<file path="src/rtl/block_serial_pkg.sv">
// Shared types and sizing helpers for the block-serial subtractor.
package block_serial_pkg;

    typedef enum logic [1:0] {
        IDLE = 2'd0,
        RUN  = 2'd1,
        DONE = 2'd2
    } state_t;

    // Number of BLOCK_SIZE-bit blocks that make up one operand.
    function automatic int num_blocks(input int data_width, input int block_size);
        return data_width / block_size;
    endfunction

    // Block counter width; a single-block build still needs one bit.
    function automatic int cnt_width(input int nb);
        return (nb <= 1) ? 1 : $clog2(nb);
    endfunction

endpackage

</file>
<file path="src/rtl/cla_block_slice.sv">
// Combinational WIDTH-bit carry-lookahead slice: every carry is a flat
// sum of generate/propagate products rather than a ripple chain.
module cla_block_slice #(
    parameter int WIDTH = 1
) (
    input  logic [WIDTH-1:0] a,
    input  logic [WIDTH-1:0] b,
    input  logic             cin,
    output logic [WIDTH-1:0] sum,
    output logic             cout
);

    logic [WIDTH-1:0] g;
    logic [WIDTH-1:0] p;
    logic [WIDTH:0]   c;
    logic             acc;
    logic             prop;

    assign g = a & b;
    assign p = a ^ b;

    // NOTE: every variable written here gets a default first, so no path leaves one unassigned and no latch is inferred.
    always_comb begin
        c    = '0;
        acc  = 1'b0;
        prop = 1'b0;
        c[0] = cin;
        for (int i = 0; i < WIDTH; i++) begin
            acc  = g[i];
            prop = p[i];
            for (int j = i - 1; j >= 0; j--) begin
                acc  = acc | (prop & g[j]);
                prop = prop & p[j];
            end
            c[i+1] = acc | (prop & cin);
        end
    end

    assign sum  = p ^ c[WIDTH-1:0];
    assign cout = c[WIDTH];

endmodule

</file>
<file path="src/rtl/block_serial_subtractor.sv">
// Block-serial S = A - B - Bin using one carry-lookahead slice per clock.
// Define BLOCK_SERIAL_ADD_MODE_EN to add the Sub port (Sub=0 selects A + B + Bin).
module block_serial_subtractor #(
    parameter int DATA_WIDTH = 4,
    parameter int BLOCK_SIZE = 1
) (
    input  logic                  CLK,
    input  logic                  RST,
    input  logic [DATA_WIDTH-1:0] A,
    input  logic [DATA_WIDTH-1:0] B,
    input  logic                  Bin,
    input  logic                  Start,
`ifdef BLOCK_SERIAL_ADD_MODE_EN
    input  logic                  Sub,
`endif
    output logic                  Busy,
    output logic                  Done,
    output logic [DATA_WIDTH-1:0] S,
    output logic                  CF,
    output logic                  OF
);

    import block_serial_pkg::*;

    localparam int NB = num_blocks(DATA_WIDTH, BLOCK_SIZE);
    localparam int CW = cnt_width(NB);
    localparam logic [CW-1:0] LAST_BLK = CW'(NB - 1);

    generate
        if (BLOCK_SIZE < 1 || (DATA_WIDTH % BLOCK_SIZE) != 0) begin : g_bad_cfg
            $error("block_serial_subtractor: DATA_WIDTH must be a multiple of BLOCK_SIZE");
        end
    endgenerate

    state_t                state;
    logic [CW-1:0]         cnt;
    logic [DATA_WIDTH-1:0] a_sh;
    logic [DATA_WIDTH-1:0] b_sh;
    logic [DATA_WIDTH-1:0] res_q;
    logic                  carry_q;
    logic                  sub_q;
    logic                  a_msb_q;
    logic                  b_msb_q;
    logic                  sub_sel;

    logic [BLOCK_SIZE-1:0] blk_sum;
    logic                  blk_cout;
    logic [DATA_WIDTH-1:0] res_next;
    logic                  cf_next;
    logic                  of_next;

`ifdef BLOCK_SERIAL_ADD_MODE_EN
    assign sub_sel = Sub;
`else
    assign sub_sel = 1'b1;
`endif

    // Operands shift right each cycle so the slice always sees the low block.
    cla_block_slice #(
        .WIDTH(BLOCK_SIZE)
    ) u_slice (
        .a   (a_sh[BLOCK_SIZE-1:0]),
        .b   (b_sh[BLOCK_SIZE-1:0]),
        .cin (carry_q),
        .sum (blk_sum),
        .cout(blk_cout)
    );

    // Result fills from the top; after NB cycles block 0 lands at bit 0.
    assign res_next = (res_q >> BLOCK_SIZE)
                    | (DATA_WIDTH'(blk_sum) << (DATA_WIDTH - BLOCK_SIZE));
    assign cf_next  = sub_q ? ~blk_cout : blk_cout;
    // b_msb_q holds the effective (possibly inverted) B sign, so one rule covers add and subtract.
    assign of_next  = (a_msb_q == b_msb_q) && (res_next[DATA_WIDTH-1] != a_msb_q);

    // NOTE: sequential state uses non-blocking assignments so every register samples pre-edge values.
    always_ff @(posedge CLK or posedge RST) begin
        if (RST) begin
            state   <= IDLE;
            cnt     <= '0;
            a_sh    <= '0;
            b_sh    <= '0;
            res_q   <= '0;
            carry_q <= 1'b0;
            sub_q   <= 1'b0;
            a_msb_q <= 1'b0;
            b_msb_q <= 1'b0;
            Busy    <= 1'b0;
            Done    <= 1'b0;
            S       <= '0;
            CF      <= 1'b0;
            OF      <= 1'b0;
        end else begin
            case (state)
                IDLE, DONE: begin
                    Done <= 1'b0;
                    if (Start) begin
                        state   <= RUN;
                        Busy    <= 1'b1;
                        cnt     <= '0;
                        a_sh    <= A;
                        b_sh    <= sub_sel ? ~B : B;
                        carry_q <= sub_sel ? ~Bin : Bin;
                        sub_q   <= sub_sel;
                        a_msb_q <= A[DATA_WIDTH-1];
                        b_msb_q <= sub_sel ? ~B[DATA_WIDTH-1] : B[DATA_WIDTH-1];
                        res_q   <= '0;
                    end else begin
                        state <= IDLE;
                    end
                end
                RUN: begin
                    a_sh    <= a_sh >> BLOCK_SIZE;
                    b_sh    <= b_sh >> BLOCK_SIZE;
                    carry_q <= blk_cout;
                    res_q   <= res_next;
                    cnt     <= cnt + 1'b1;
                    if (cnt == LAST_BLK) begin
                        state <= DONE;
                        Busy  <= 1'b0;
                        Done  <= 1'b1;
                        S     <= res_next;
                        CF    <= cf_next;
                        OF    <= of_next;
                    end
                end
                default: begin
                    state <= IDLE;
                    Busy  <= 1'b0;
                    Done  <= 1'b0;
                end
            endcase
        end
    end

endmodule

</file>
<file path="config.mk">
export PLATFORM = sky130hd
export DESIGN_NAME = block_serial_subtractor
export DESIGN_NICKNAME = d
export VERILOG_FILES = /design/src/rtl/block_serial_pkg.sv /design/src/rtl/cla_block_slice.sv /design/src/rtl/block_serial_subtractor.sv
export SDC_FILE = /design/constraint.sdc
export NUM_CORES = 1
export LEC_CHECK = 0
export CORE_MARGIN = 5
export CORE_UTILIZATION = 37
export CTS_CLUSTER_SIZE = 12
export DETAILED_ROUTE_END_ITERATION = 8
export SYNTH_ARGS = -nofsm -noshare
export SYNTH_HDL_FRONTEND = slang
export SYNTH_SLANG_ARGS = --single-unit
</file>
<file path="constraint.sdc">
create_clock -name CLK -period 2.1 [get_ports CLK]
set_input_delay 0.21 -clock CLK [delete_from_list [all_inputs] [get_ports CLK]]
set_output_delay 0.21 -clock CLK [all_outputs]
set_load 0.005 [all_outputs]
</file>
# [After elaboration in Yosys (flattened, before gate mapping)]
# Cells that the tools add are included.
[totals] register_bits=28 in_bits=12
[op_classes] add_sub_neg=1 eq_ne=7 mux=19 bitwise=10 n_reduce_logical=8
[op_table] op="4-bit case mux with 2 select lines" n=3
[op_table] op="4-bit two-way mux" n=3
[op_table] op="2-bit case mux with 2 select lines" n=2
[op_table] op="2-bit AND reduction" n=4
[op_table] op="1-bit two-way mux" n=7
[op_table] op="2-bit == test (second input constant)" n=2
[op_table] op="2-bit two-way mux" n=2
[op_table] op="2-bit != test (second input constant)" n=2
[op_table] op="4-bit inverter" n=1
[op_table] op="3-bit by 4-bit bitwise OR with 4-bit output" n=1
[op_table] op="1-bit case mux with 2 select lines" n=2
[op_table] op="1-bit inverter" n=3
[op_table] op="2-bit by 1-bit adder with 2-bit output (second input constant)" n=1
[op_table] op="1-bit bitwise AND" n=2
[op_table] op="2-bit by 1-bit == test with 1-bit output (second input constant)" n=1
[op_table] op="2-bit zero test" n=1
[op_table] op="2-bit nonzero test" n=1
[op_table] op="2-bit OR reduction" n=1
[op_table] op="1-bit XOR" n=2
[op_table] op="1-bit == test" n=1
[op_table] op="1-bit logical AND" n=1
[op_table] op="1-bit != test" n=1
[op_table] op="1-bit bitwise OR" n=1

# [Logic depth before layout (Yosys ltp)]
[depth] word_depth=5 ltp_mapped=6 mapped_depth_nobuf=4

# [Cells and area by module]
# Synthesis repeated with hierarchy kept, for this count alone.
[hier_totals] cells_unflattened=98 hier_area_um2=1146.1
[modules_own_cells] mod="block_serial_subtractor" instances=1 cells_per_inst=97 area_per_inst_um2=1126.1
[modules_own_cells] mod="cla_block_slice" instances=1 cells_per_inst=1 area_per_inst_um2=20.0

# [Worst setup path before layout]
# OpenSTA, ideal clock, no wires.
[synth_path] path_kind="register to register" startpoint="reg carry_q" endpoint="reg OF" setup_ps=82 arrival_time_ps=1394 slack_ps=624 path_stages_with_launch=5 cell_sequence="dfrtp_1 inv_1 fa_1 or3_1 a31oi_1"
[synth_between] elab_chain_len=4
[synth_lines] element="start, declared" line="block_serial_subtractor.sv:40" rtl="logic carry_q;"
[synth_lines] element="start signal, assigned" line="block_serial_subtractor.sv:103" rtl="carry_q <= sub_sel ? ~Bin : Bin;"
[synth_lines] element="start signal, assigned" line="block_serial_subtractor.sv:115" rtl="carry_q <= blk_cout;"
[synth_lines] element="1-bit XOR" line="cla_block_slice.sv:39" rtl="assign sum = p ^ c[WIDTH-1:0];"
[synth_lines] element="3-bit by 4-bit bitwise OR with 4-bit output" line="block_serial_subtractor.sv:71" rtl="| (DATA_WIDTH'(blk_sum) << (DATA_WIDTH - BLOCK_SIZE));"
[synth_lines] element="1-bit != test" line="block_serial_subtractor.sv:74" rtl="assign of_next = (a_msb_q == b_msb_q) && (res_next[DATA_WIDTH-1] != a_msb_q);"
[synth_lines] element="1-bit logical AND" line="block_serial_subtractor.sv:74"
[synth_lines] element="end signal, assigned" line="block_serial_subtractor.sv:124" rtl="OF <= of_next;"
[synth_lines] element="end, declared" line="block_serial_subtractor.sv:20" rtl="output logic OF"
# Every way passes these cells.
# A chain may end at the register's enable or synchronous reset.

# [Worst setup path in the final report]
# Ends and elaborated chain as after synthesis.

==> run metrics <==
met2 WL roughly 1000 um; Reg-to-Reg End OF; fin crit share 78.29%; # rows 20; crit end category flop; cell area power density roughly 1500 nW/um^2; CP max FO 4; Worst EP required about 2.3 ns; wire length per cell around 15 um; first-pass GRT wire length ~3800 um; root buffer cell clkbuf_4; register-to-register setup slack 0.46 ns; Setup Skew between 0.007 and 0.008 ns; CTS HTree Levels 1; Fin Hold WS between 0.2 and 0.25 ns; via count 770; reg-to-reg startpoint carry_q; total CTS buffers 3; Starting Density between 30% and 40%; Final setup viols 0; clk sinks 26; Synth cell types 28; synthesis warning total 0; Cells after DPL ~150; fin. max-slew vios 0; WP data arrival approximately 1.9 ns; grt ovf 0; fin area ~1400 sq um; Routed Antenna Nets 0; worst vdd ir 0.4781 mV; synthesis-to-finish area growth 22.51%; drt first pass iters 4; Power, Total 2.022 mW; DIE HEIGHT ~65 um; WS Path Type reg2reg; crit path max-delay cell type fa_1; RePlAce Congestion between 0.7 and 0.8; filler cell count roughly 290; I/O pins 20; Mapped Area 1117 sq um; CTS clk-pin slew, worst paths around 0.14 ns; final worst setup slack approximately 0.46 ns; Syn Nets around 110; RSZ-0062 raised after global routing no; final wirelength roughly 2200 um; FF+latch count, synth 26; critical path's top delay family adder cells; DP HPWL roughly 1600 um; number of diodes 0; Placed Area around 1300 sq um; largest net degree at the start of global routing 27; leading cell type in the layout, fill and taps excluded dfrtp_1; normalized max-slew margin between 70% and 80%; maximum clock frequency 0.6083 GHz; most frequent cells in the layout dfrtp_1 (26), clkdlybuf4s50_1 (19), nand2_1 (17); initial antenna violation count 0; final core occ between 40% and 50%; Total Routing Usage GR 11.84%; CP startpoint kind flop; register area share after synthesis about 58%; pre-CTS WS about 0.50 ns; CP Cell Sequence inv_1 > fa_1 > or3_1 > a31oi_1; die width around 65 um; Max clock buf depth 2; Hold Path Class in2async; Hold Buf Count CTS 0; clock latency on the worst-skew pair about 0.32 ns; post-synthesis area per instance between 10 and 15 sq um; PortBufs 19; max cap viols 0; number of global-route vias before repair ~780; metal3 WL 109 um; Starting DRT DRC Count 38; Total Neg Setup Slack 0 ns; drt drc 0; DRT met1 WL about 1000 um; post_cts resized 0; non-filler instance count after layout approximately 150; outcome finished clean; CTS tree yes; minimum clock period after layout 1.644 ns; CP max stage delay around 0.55 ns; Worst-Margin Slew 0.4351 ns; die area 4219 sq um; Highest Signal Layer met4; Pleak between 0.6 and 0.7 nW; fraction of layout cells with a size suffix above 1 between 10% and 20%; Vias/cell around 5; Mapped Cells a little under 100; Worst Reg-to-Reg Cells 4; Hold Vio Cnt, Final 0; Final Net Count 133; CP Buf/Inv Count 1; # Post-CTS Setup Buffers 0; Core Region slightly below 3000 sq um
## state kept, by name, indices dropped and copies added (netlist names)
signal and cells:
carry_q 1, res_q 3, state 1, cnt 2
CF 1, Done 1, b_sh 4, S 4
a_sh 4, sub_q 1, Busy 1, b_msb_q 1
OF 1, a_msb_q 1
## cells by family after synthesis
group                      Yosys count  synth area share, %
AOI/OAI and AO/OA                   23                13.44
buffers and inverters               10                5.263
muxes                                4                4.367
adders and majority gates            2                2.911
and+or+nand+nor                     33                15.01
DFF                                 26                58.23
xor gates and xnor gates             1               0.7840
## cell usage after synthesis (all sizes together)
library cell	n	area (sq um)
a31oi	4	25.02
nand3	3	15.01
nor2b	1	8.760
mux2	4	48.79
o221ai	1	8.760
xor2	1	8.760
fa	1	20.02
and2b	1	7.510
o21ai	9	48.80
nand3b	1	7.510
a21oi	3	15.01
ha	1	12.51
nor2	4	17.52
inv	5	18.77
nor3b	2	15.01
dfrtp	26	650.6
nand2	17	63.81
o2bb2ai	2	17.52
nand2b	3	26.27
or3	1	6.260
a22o	4	35.03
buf	5	40.04
## worst max-delay path by stage
stage	startpoint	endpoint	slack, ns	cells after the start
after floorplan	carry_q	OF	0.62	4
after global placement	carry_q	OF	0.50	4
after detailed placement	carry_q	OF	0.50	4
after CTS	carry_q	OF	0.44	4
after global routing	carry_q	OF	0.39	4
final	carry_q	OF	0.46	4
## metal layers
layer  track usage, %  up-vias
met5                0        -
met4            4.749        0
met3            3.293        4
met2            18.14       13
met1            15.75      374
li1                 -      379
## cell type report
| class | instances | area [sq um] | share of cell area [%] |
|---|---|---|---|
| repair buffers | 20 | 197.7 | 14.44 |
| flip-flops and latches | 26 | 650.6 | 47.53 |
| multi-input cells | 63 | 407.9 | 29.80 |
| clock inverters | 1 | 30.03 | 2.194 |
| clock buffers | 3 | 22.52 | 1.645 |
| well taps | 33 | 41.29 | 3.016 |
| inverters | 5 | 18.77 | 1.371 |
## power by group
group	total, mW	switching (mW)	internal (mW)
Clock	0.340	0.147	0.193
Sequential	0.858	0.137	0.721
Combinational	0.824	0.410	0.414
Total	2.02	0.695	1.33
## worst reg2reg max path: cells and delay by family, from the launching register on
family | cells | cell delay [ns]
buffers and inverters | 1 | 0.06
flip-flops | 1 | 0.37
AO/OA/AOI/OAI | 1 | 0.18
adder cells (fa/ha/maj) | 1 | 0.55
AND/OR/NAND/NOR | 1 | 0.40
Power figures use the tool's default switching activity.
